### config.mk
export PLATFORM = sky130hd
export DESIGN_NAME = sum_serializer_flat
export DESIGN_NICKNAME = d
export VERILOG_FILES = /design/src/rtl/sum_serializer_if.sv /design/src/rtl/sum_serializer.sv /design/src/flat_wrapper.sv
export SDC_FILE = /design/constraint.sdc
export NUM_CORES = 1
export LEC_CHECK = 0
export ABC_AREA = 1
export CORE_MARGIN = 2
export CORE_UTILIZATION = 49
export DETAILED_ROUTE_END_ITERATION = 16
export PLACE_DENSITY = 0.68
export SKIP_CTS_REPAIR_TIMING = 1
export SLEW_MARGIN = 30
export SYNTH_ARGS = -nofsm -noshare
export SYNTH_HDL_FRONTEND = slang
export SYNTH_SLANG_ARGS = --single-unit
### constraint.sdc
create_clock -name clk -period 2.3 [get_ports clk]
set_input_delay 0.23 -clock clk [delete_from_list [all_inputs] [get_ports clk]]
set_output_delay 0.23 -clock clk [all_outputs]
set_load 0.05 [all_outputs]
### src/rtl/sum_serializer_if.sv
// Bus bundle between the adder-side producer / pad-side consumer and the
// sum serializer. Signal names keep the block's historical _i/_o suffixes,
// which are seen from the serializer's point of view.
//
// Handshake: a word on sum_i is taken on a rising clk edge where
// sum_valid_i && sum_ready_o. sum_ready_o depends only on registered
// occupancy (and reset), never on sum_valid_i, so a producer may look at it
// before deciding to drive. sum_valid_i while sum_ready_o is low is not
// stalled: the word is dropped and overflow_o latches high.
interface sum_serializer_if #(
  parameter int DATA_W     = 5,
  parameter int FIFO_DEPTH = 8
);
  localparam int LVL_W = $clog2(FIFO_DEPTH) + 1;

  logic [DATA_W-1:0] sum_i;
  logic              sum_valid_i;
  logic              sum_ready_o;
  logic              ser_en_i;
  logic              ser_data_o;
  logic              ser_frame_o;
  logic [LVL_W-1:0]  fifo_level_o;
  logic              overflow_o;

  // Serializer side.
  modport slave (
    input  sum_i, sum_valid_i, ser_en_i,
    output sum_ready_o, ser_data_o, ser_frame_o, fifo_level_o, overflow_o
  );

  // Producer / pad driver side.
  modport master (
    output sum_i, sum_valid_i, ser_en_i,
    input  sum_ready_o, ser_data_o, ser_frame_o, fifo_level_o, overflow_o
  );
endinterface

### src/rtl/sum_serializer.sv
// Buffers adder sums in a small FIFO and shifts each word out MSB-first on a
// single serial line, with a frame strobe on the first bit of every word.
// Words stream back-to-back when the FIFO holds data and readout is enabled.
module sum_serializer #(
  parameter int DATA_W     = 5,
  parameter int FIFO_DEPTH = 8
) (
  input  logic           clk,
  input  logic           rst,
  sum_serializer_if.slave bus,
  output logic [0:0]     dbg_state
);
  localparam int PTR_W = $clog2(FIFO_DEPTH);
  localparam int LVL_W = PTR_W + 1;
  localparam int CNT_W = (DATA_W > 1) ? $clog2(DATA_W) : 1;

  localparam logic [LVL_W-1:0] FULL_LVL = LVL_W'(FIFO_DEPTH);
  localparam logic [CNT_W-1:0] CNT_TOP  = CNT_W'(DATA_W - 1);

  localparam logic [0:0] ST_IDLE  = 1'b0;
  localparam logic [0:0] ST_SHIFT = 1'b1;

  logic [DATA_W-1:0] mem [FIFO_DEPTH];
  logic [PTR_W-1:0]  wr_ptr;
  logic [PTR_W-1:0]  rd_ptr;
  logic [LVL_W-1:0]  level;
  logic              overflow;

  logic [0:0]        state;
  logic [DATA_W-1:0] shreg;
  logic [CNT_W-1:0]  cnt;

  logic full;
  logic empty;
  logic ready;
  logic push;
  logic load;

  // Flow control: readiness comes from the registered level only, so a pop
  // on the same edge cannot reopen a full FIFO within that cycle.
  always_comb begin
    full  = (level == FULL_LVL);
    empty = (level == '0);
    ready = !rst && !full;
    push  = bus.sum_valid_i && ready;
    load  = !empty && bus.ser_en_i &&
            ((state == ST_IDLE) || ((state == ST_SHIFT) && (cnt == '0)));
  end

  // FIFO storage; contents need no reset because level gates every read.
  always_ff @(posedge clk) begin
    if (push) mem[wr_ptr] <= bus.sum_i;
  end

  // FIFO pointers, occupancy and the sticky overflow flag.
  always_ff @(posedge clk) begin
    if (rst) begin
      wr_ptr   <= '0;
      rd_ptr   <= '0;
      level    <= '0;
      overflow <= 1'b0;
    end else begin
      if (push) wr_ptr <= wr_ptr + 1'b1;
      if (load) rd_ptr <= rd_ptr + 1'b1;
      if (push && !load)      level <= level + 1'b1;
      else if (load && !push) level <= level - 1'b1;
      if (bus.sum_valid_i && !ready) overflow <= 1'b1;
    end
  end

  // Serializer FSM: load from the FIFO head, shift MSB-first, reload with no
  // gap on the last bit when more data is waiting and readout is enabled.
  always_ff @(posedge clk) begin
    if (rst) begin
      state <= ST_IDLE;
      shreg <= '0;
      cnt   <= '0;
    end else begin
      case (state)
        ST_IDLE: begin
          if (load) begin
            shreg <= mem[rd_ptr];
            cnt   <= CNT_TOP;
            state <= ST_SHIFT;
          end
        end
        ST_SHIFT: begin
          if (cnt == '0) begin
            if (load) begin
              shreg <= mem[rd_ptr];
              cnt   <= CNT_TOP;
            end else begin
              shreg <= '0;
              state <= ST_IDLE;
            end
          end else begin
            shreg <= shreg << 1;
            cnt   <= cnt - 1'b1;
          end
        end
        default: begin
          shreg <= '0;
          cnt   <= '0;
          state <= ST_IDLE;
        end
      endcase
    end
  end

  // The shift register is cleared whenever the FSM idles, so its MSB can
  // drive the line directly and reads 0 outside a word.
  assign bus.ser_data_o   = shreg[DATA_W-1];
  assign bus.ser_frame_o  = (state == ST_SHIFT) && (cnt == CNT_TOP);
  assign bus.sum_ready_o  = ready;
  assign bus.fifo_level_o = level;
  assign bus.overflow_o   = overflow;
  assign dbg_state        = state;
endmodule

### src/flat_wrapper.sv
// flat-port wrapper written by rule: the top's interface ports become plain ports
module sum_serializer_flat 
#(
  parameter int DATA_W     = 5,
  parameter int FIFO_DEPTH = 8
)
  (clk, rst, dbg_state, bus_sum_i, bus_sum_valid_i, bus_ser_en_i, bus_sum_ready_o, bus_ser_data_o, bus_ser_frame_o, bus_fifo_level_o, bus_overflow_o);
  sum_serializer_if #(.DATA_W(DATA_W), .FIFO_DEPTH(FIFO_DEPTH)) bus_i ();
  input  logic clk;
  input  logic rst;
  output logic [0:0] dbg_state;
  input wire logic [$bits(bus_i.sum_i)-1:0] bus_sum_i;
  input wire logic [$bits(bus_i.sum_valid_i)-1:0] bus_sum_valid_i;
  input wire logic [$bits(bus_i.ser_en_i)-1:0] bus_ser_en_i;
  output wire logic [$bits(bus_i.sum_ready_o)-1:0] bus_sum_ready_o;
  output wire logic [$bits(bus_i.ser_data_o)-1:0] bus_ser_data_o;
  output wire logic [$bits(bus_i.ser_frame_o)-1:0] bus_ser_frame_o;
  output wire logic [$bits(bus_i.fifo_level_o)-1:0] bus_fifo_level_o;
  output wire logic [$bits(bus_i.overflow_o)-1:0] bus_overflow_o;
  assign bus_i.sum_i = bus_sum_i;
  assign bus_i.sum_valid_i = bus_sum_valid_i;
  assign bus_i.ser_en_i = bus_ser_en_i;
  assign bus_sum_ready_o = bus_i.sum_ready_o;
  assign bus_ser_data_o = bus_i.ser_data_o;
  assign bus_ser_frame_o = bus_i.ser_frame_o;
  assign bus_fifo_level_o = bus_i.fifo_level_o;
  assign bus_overflow_o = bus_i.overflow_o;
  sum_serializer #(.DATA_W(DATA_W), .FIFO_DEPTH(FIFO_DEPTH)) u_core (.clk(clk), .rst(rst), .bus(bus_i), .dbg_state(dbg_state));
endmodule
## After elaboration in Yosys (flattened, before gate mapping)

Memory sizes are Yosys's and may differ from the RTL's. A register that Yosys moved wholly into a read port is not among the register bits.
Cells that the tools add are included.

| word-level totals | value |
|---|---|
| bits in registers | 20 |
| latch bits | 0 |
| RAM bits | 40 |
| bits in read-only memories | 0 |
| word-level logic and storage cells | 52 |
| memories kept | 1 |

Memories:

| memory | depth | bits a word | read ports | clocked after Yosys merged registers in | write ports | line | RTL |
|---|---|---|---|---|---|---|---|
| u_core.mem | 8 | 5 | 1 | 1 | 1 | sum_serializer.sv:23 | `logic [DATA_W-1:0] mem [FIFO_DEPTH];` |

| operators by class | value |
|---|---|
| $add $sub $neg | 5 |
| $mul | 0 |
| div/mod/pow operators | 0 |
| magnitude comparators | 0 |
| equality and inequality tests | 3 |
| shift operators | 0 |
| mux-type cells | 16 |
| bitwise gates (word level) | 1 |
| reduce and logical (&&, ||, !) cells | 19 |

Operator list:

| cell | count |
|---|---|
| 2-to-1 mux 5 bit | 3 |
| 2-to-1 mux 3 bit | 4 |
| one-hot mux 5 bit (2 select lines) | 1 |
| logical AND 1 bit | 9 |
| 2-to-1 mux 4 bit | 2 |
| adder 3 x 1 -> 3 bit, second input constant | 2 |
| logical NOT 1 bit | 6 |
| one-hot mux 3 bit (2 select lines) | 1 |
| adder 4 x 1 -> 4 bit, second input constant | 1 |
| equality test 4 bit, second input constant | 1 |
| logical NOT 4 bit | 1 |
| 2-to-1 mux 1 bit | 4 |
| subtractor 4 x 1 -> 4 bit, second input constant | 1 |
| equality test 3 bit, second input constant | 1 |
| logical NOT 3 bit | 1 |
| subtractor 3 x 1 -> 3 bit, second input constant | 1 |
| != test 2 x 1 -> 1 bit, second input constant | 1 |
| one-hot mux 1 bit (2 select lines) | 1 |
| nonzero test 2 bit | 1 |
| logical OR 1 bit | 1 |
| NOT 1 bit | 1 |

## Depth between registers and ports, before layout

| depth | value |
|---|---|
| depth in word-level cells | 8 |
| gate-level depth with buffers | 14 |

## Least setup slack after synthesis

Ideal clock, no wire load.

| path | value |
|---|---|
| path type | flip-flop to flip-flop |
| start point | register u_core.level[0] (netlist: u_core.bus.fifo_level_o[0]) |
| end point | register u_core.level[3] (netlist: u_core.bus.fifo_level_o[3]) |
| setup time | 0.140 ns |
| arrival time | 2.126 ns |
| required time | 2.160 ns |
| setup slack | 0.035 ns |
| cell stages (with the launch flop) | 14 |
| buffers on the path | 0 |
| cells stage by stage | dfxtp_1 > nor2_1 > nand3_1 > nand3_2 > inv_1 > ha_1 > inv_1 > ha_1 > a21oi_1 > nand2_1 > nand2_1 > nand2_1 > nand2_1 > a21oi_1 |

| on the way | value |
|---|---|
| longest elaborated chain between the ends | 7 |
| elaborated cells on any way between the ends | 17 |

RTL lines:

| element | line | RTL |
|---|---|---|
| start, declared | sum_serializer.sv:26 | `logic [LVL_W-1:0] level;` |
| start signal, assigned | sum_serializer.sv:65 | `if (push && !load) level <= level + 1'b1;` |
| start signal, assigned | sum_serializer.sv:66 | `else if (load && !push) level <= level - 1'b1;` |
| equality test 4 bit * | sum_serializer.sv:42 | `full = (level == FULL_LVL);` |
| logical NOT 1 bit * | sum_serializer.sv:44 | `ready = !rst && !full;` |
| logical AND 1 bit * | sum_serializer.sv:44 |  |
| logical AND 1 bit * | sum_serializer.sv:45 | `push = bus.sum_valid_i && ready;` |
| via u_core.push | sum_serializer.sv:36 | `logic push;` |
| logical NOT 1 bit | sum_serializer.sv:66 |  |
| logical AND 1 bit | sum_serializer.sv:66 |  |
| nonzero test 2 bit (no line) | n/a |  |

Mark *: on every way through the listed nets, which the timed path passes. The rest lies on a longest branch. The select of a mux whose other input is x is not followed.
A chain may end at the register's enable or synchronous reset.

## Worst setup path after layout

| path | value |
|---|---|
| start point | register u_core.cnt[0] |
| end point | register u_core.level[3] (netlist: u_core.bus.fifo_level_o[3]) |

| on the way | value |
|---|---|
| longest elaborated chain between the ends | 7 |
| elaborated cells on any way between the ends | 9 |

RTL lines:

| element | line | RTL |
|---|---|---|
| start, declared | sum_serializer.sv:31 | `logic [CNT_W-1:0] cnt;` |
| start signal, assigned | sum_serializer.sv:98 | `cnt <= cnt - 1'b1;` |
| logical NOT 3 bit * | sum_serializer.sv:47 | `((state == ST_IDLE) \|\| ((state == ST_SHIFT) && (cnt == '0)));` |
| logical AND 1 bit * | sum_serializer.sv:47 |  |
| logical OR 1 bit * | sum_serializer.sv:47 |  |
| logical AND 1 bit * | sum_serializer.sv:46 | `load = !empty && bus.ser_en_i &&` |
| logical NOT 1 bit | sum_serializer.sv:65 |  |
| logical AND 1 bit | sum_serializer.sv:65 |  |
| 2-to-1 mux 4 bit / nonzero test 2 bit (equally long branches) | n/a |  |

Mark *: on every way between the ends. The rest lies on a longest branch, timed or not.

==> impl_metrics.json <==
{
  "status": "completed",
  "grt_usage_pct": 19.43,
  "route.vias.total": 1966,
  "setup_slack_ns": 0.2144,
  "fmax_ghz": 0.4795,
  "clock_latency_ns": 0.33,
  "tns_ns": 0,
  "antenna_found_initial": 0,
  "multiInputGateArea_sq_um": 918.4,
  "cts.sinks": 63,
  "initial_core_util_pct": 50.58,
  "crit_fanout": 5,
  "seq_area_frac_synth_pct": 59.66,
  "pre_cts_ws_ns": 0.1735,
  "syn_to_final_growth_pct": 15.90,
  "clock_path_buffers": 2,
  "max_stage_delay_ns": 0.36,
  "met2_usage_pct": 30.00,
  "tritoncts": "done",
  "leakagePower_uw": 0.001348,
  "utilization_pct": 58.62,
  "finalMaxSlewViolations": 0,
  "timing_worst_setup_path_type": "reg2reg",
  "ios": 18,
  "fillers": 482,
  "ff_latch_area_sq_um": 1662,
  "antenna_left": 0,
  "num_antenna_cells": 0,
  "cp_slowest_cell": "dfxtp_1",
  "wl_per_cell_um": 13.52,
  "grt_max_degree": 21,
  "required_ns": 2.52,
  "firstDrtPassIters": 4,
  "fin_crit_ns": 2.086,
  "clkTransAtPathRegs_ns": 0.06,
  "viasPerCell": 4.940,
  "dieHeight_um": 79.39,
  "critPathMostFrequentCell": "nand2_1",
  "yosysWarnings": 0,
  "post-route-drc-count": 0,
  "final.period_utilization_pct": 90.68,
  "grt_pass1_vias": 1884,
  "final_common_cell": "nand2_1",
  "nNetsFinal": 338,
  "use_met1_pct": 26.28,
  "overflow": 0,
  "peakVddDrop_mv": 0.5789,
  "dieWidth_um": 79.39,
  "finalClockSkew_ns": 0.005125,
  "core.rowCount": 27,
  "start_kind": "register",
  "power.density_nw_per_um2": 1056,
  "synth_seq_cells": 63,
  "synth_area_per_cell_sq_um": 9.473,
  "drt-initial-drc-count": 201,
  "syn_area_sq_um": 2785,
  "numCtsBuffers": 9,
  "htreeDepth": 3,
  "wirelength_um": 5381,
  "most-common-layout-cells": "82 x nand2_1, 42 x inv_1, 40 x edfxtp_1",
  "tightestPinTransition_ns": 0.6355,
  "port_buffers": 17,
  "syn-num-nets": 311,
  "die_area_sq_um": 6303,
  "finalSetupViolCount": 0,
  "worst_ep_arrival_time_ns": 2.30,
  "crit_chain": "inv_1 -> ha_1 -> nand2_1 -> nand2_2 -> nand3_2 -> ha_1 -> inv_1 -> ha_1 -> a21oi_1 -> nand2_1 -> nand2_1 -> nand2_1 -> nand2_1 -> a21oi_1",
  "hold_viol_final": 0,
  "final_layout_size_suffix_gt1_share_pct": 10.74,
  "yosys.cell_types.count": 23,
  "hpwlAfterDp_um": 3710,
  "synthCells": 294,
  "grt_first_pass_wirelength_um": 9059,
  "rsz0062_at_grt": "false",
  "end_kind": "register",
  "grt.busiest_layer": "met2",
  "gp_congestion": 0.8438,
  "hold_class": "reg2reg",
  "core_sq_um": 5507,
  "grt_use_met3_pct": 4.751,
  "maxSlewHeadroom_pct": 57.59,
  "cts_root_buf": "clkbuf_8",
  "maxCapViolCount": 0
}
worst paths after layout:
path | startpoint | to | slack [ns] | depth (start not counted)
setup reg to reg | u_core.cnt[0]$_SDFF_PP0_ | u_core.bus.fifo_level_o[3]$_SDFFE_PP0P_ | 0.21 | 14
setup / recovery | u_core.cnt[0]$_SDFF_PP0_ | u_core.bus.fifo_level_o[3]$_SDFFE_PP0P_ | 0.21 | 14
hold / removal | u_core.bus.overflow_o$_SDFFE_PP0P_ | u_core.bus.overflow_o$_SDFFE_PP0P_ | 0.48 | 2
hold reg to reg | u_core.bus.overflow_o$_SDFFE_PP0P_ | u_core.bus.overflow_o$_SDFFE_PP0P_ | 0.48 | 2
stage by stage:
stage | total power, uW | hold slack, ns | instance area (sq um) | instances
after floorplan | 2232 | 0.2991 | 2785 | 294
after CTS | 3417 | 0.4744 | 3228 | 398
final | 3408 | 0.4799 | 3228 | 398
after detailed placement | 2526 | 0.4653 | 3048 | 382
after global placement | 2504 | 0.4368 | 3048 | 382
after global routing | 3624 | 0.4955 | 3228 | 398
registers in the layout, indices dropped and copies added (netlist names), named ones only:
register,count
u_core.dbg_state,1
u_core.mem,40
u_core.bus.fifo_level_o,4
u_core.bus.overflow_o,1
u_core.wr_ptr,3
u_core.shreg,5
u_core.cnt,3
u_core.rd_ptr,3
cell families (layout without fill, tap and decap cells):
kind of cell | after synthesis | after routing | synth area share (%)
and+or+nand+nor | 142 | 142 | 22.55
DFF | 63 | 63 | 59.66
AOI/OAI and AO/OA | 27 | 27 | 5.616
buffers and inverters | 51 | 83 | 7.367
adders and majority gates | 8 | 8 | 3.863
xor gates and xnor gates | 3 | 3 | 0.9436
synth_stat cells:
cell | n | area share [%]
a21oi_1 | 14 | 2.5
xnor2_1 | 1 | 0.31
xor2_1 | 2 | 0.63
fa_1 | 1 | 0.72
a31oi_1 | 1 | 0.22
buf_1 | 1 | 0.13
inv_2 | 1 | 0.13
nand2_2 | 1 | 0.22
inv_1 | 42 | 5.7
ha_1 | 7 | 3.1
clkinv_1 | 1 | 0.13
nand3_1 | 35 | 6.3
nand3_2 | 7 | 2.5
o22ai_1 | 1 | 0.22
or2_4 | 1 | 0.31
nor2_1 | 16 | 2.2
dfxtp_1 | 23 | 17
edfxtp_1 | 40 | 43
buf_2 | 5 | 0.90
o21ai_0 | 6 | 1.1
buf_6 | 1 | 0.40
a21oi_2 | 5 | 1.6
nand2_1 | 82 | 11
power breakdown:
group	internal [uW]	leakage, uW	switching, uW	total [uW]
clock network	492	0.0000945	404	895
logic	361	0.000704	735	1100
registers	1320	0.000550	96.1	1420
worst max-delay path: cells and delay by family (launching register included):
| family | cells | cell delay [ns] |
|---|---|---|
| and+or+nand+nor | 7 | 0.52 |
| buffers and inverters | 2 | 0.15 |
| AOI/OAI and AO/OA | 2 | 0.23 |
| DFF | 1 | 0.36 |
| adders and majority gates | 3 | 0.71 |
cell type report:
cell class | count | area share [%]
Clock buffer | 11 | 4.070
Clock inverter | 5 | 1.512
Inverter | 44 | 5.116
Multi-Input combinational cell | 180 | 28.45
Sequential cell | 63 | 51.47
Tap cell | 72 | 2.791
Timing Repair Buffer | 23 | 6.589
metal layers:
metal | vias up | share of wire [%]
li1 | 1013 | -
met1 | 909 | 46
met2 | 37 | 48
met3 | 7 | 4.1
met4 | 0 | 1.4
met5 | - | 0
No activity file was read; power rests on OpenSTA's default activity.
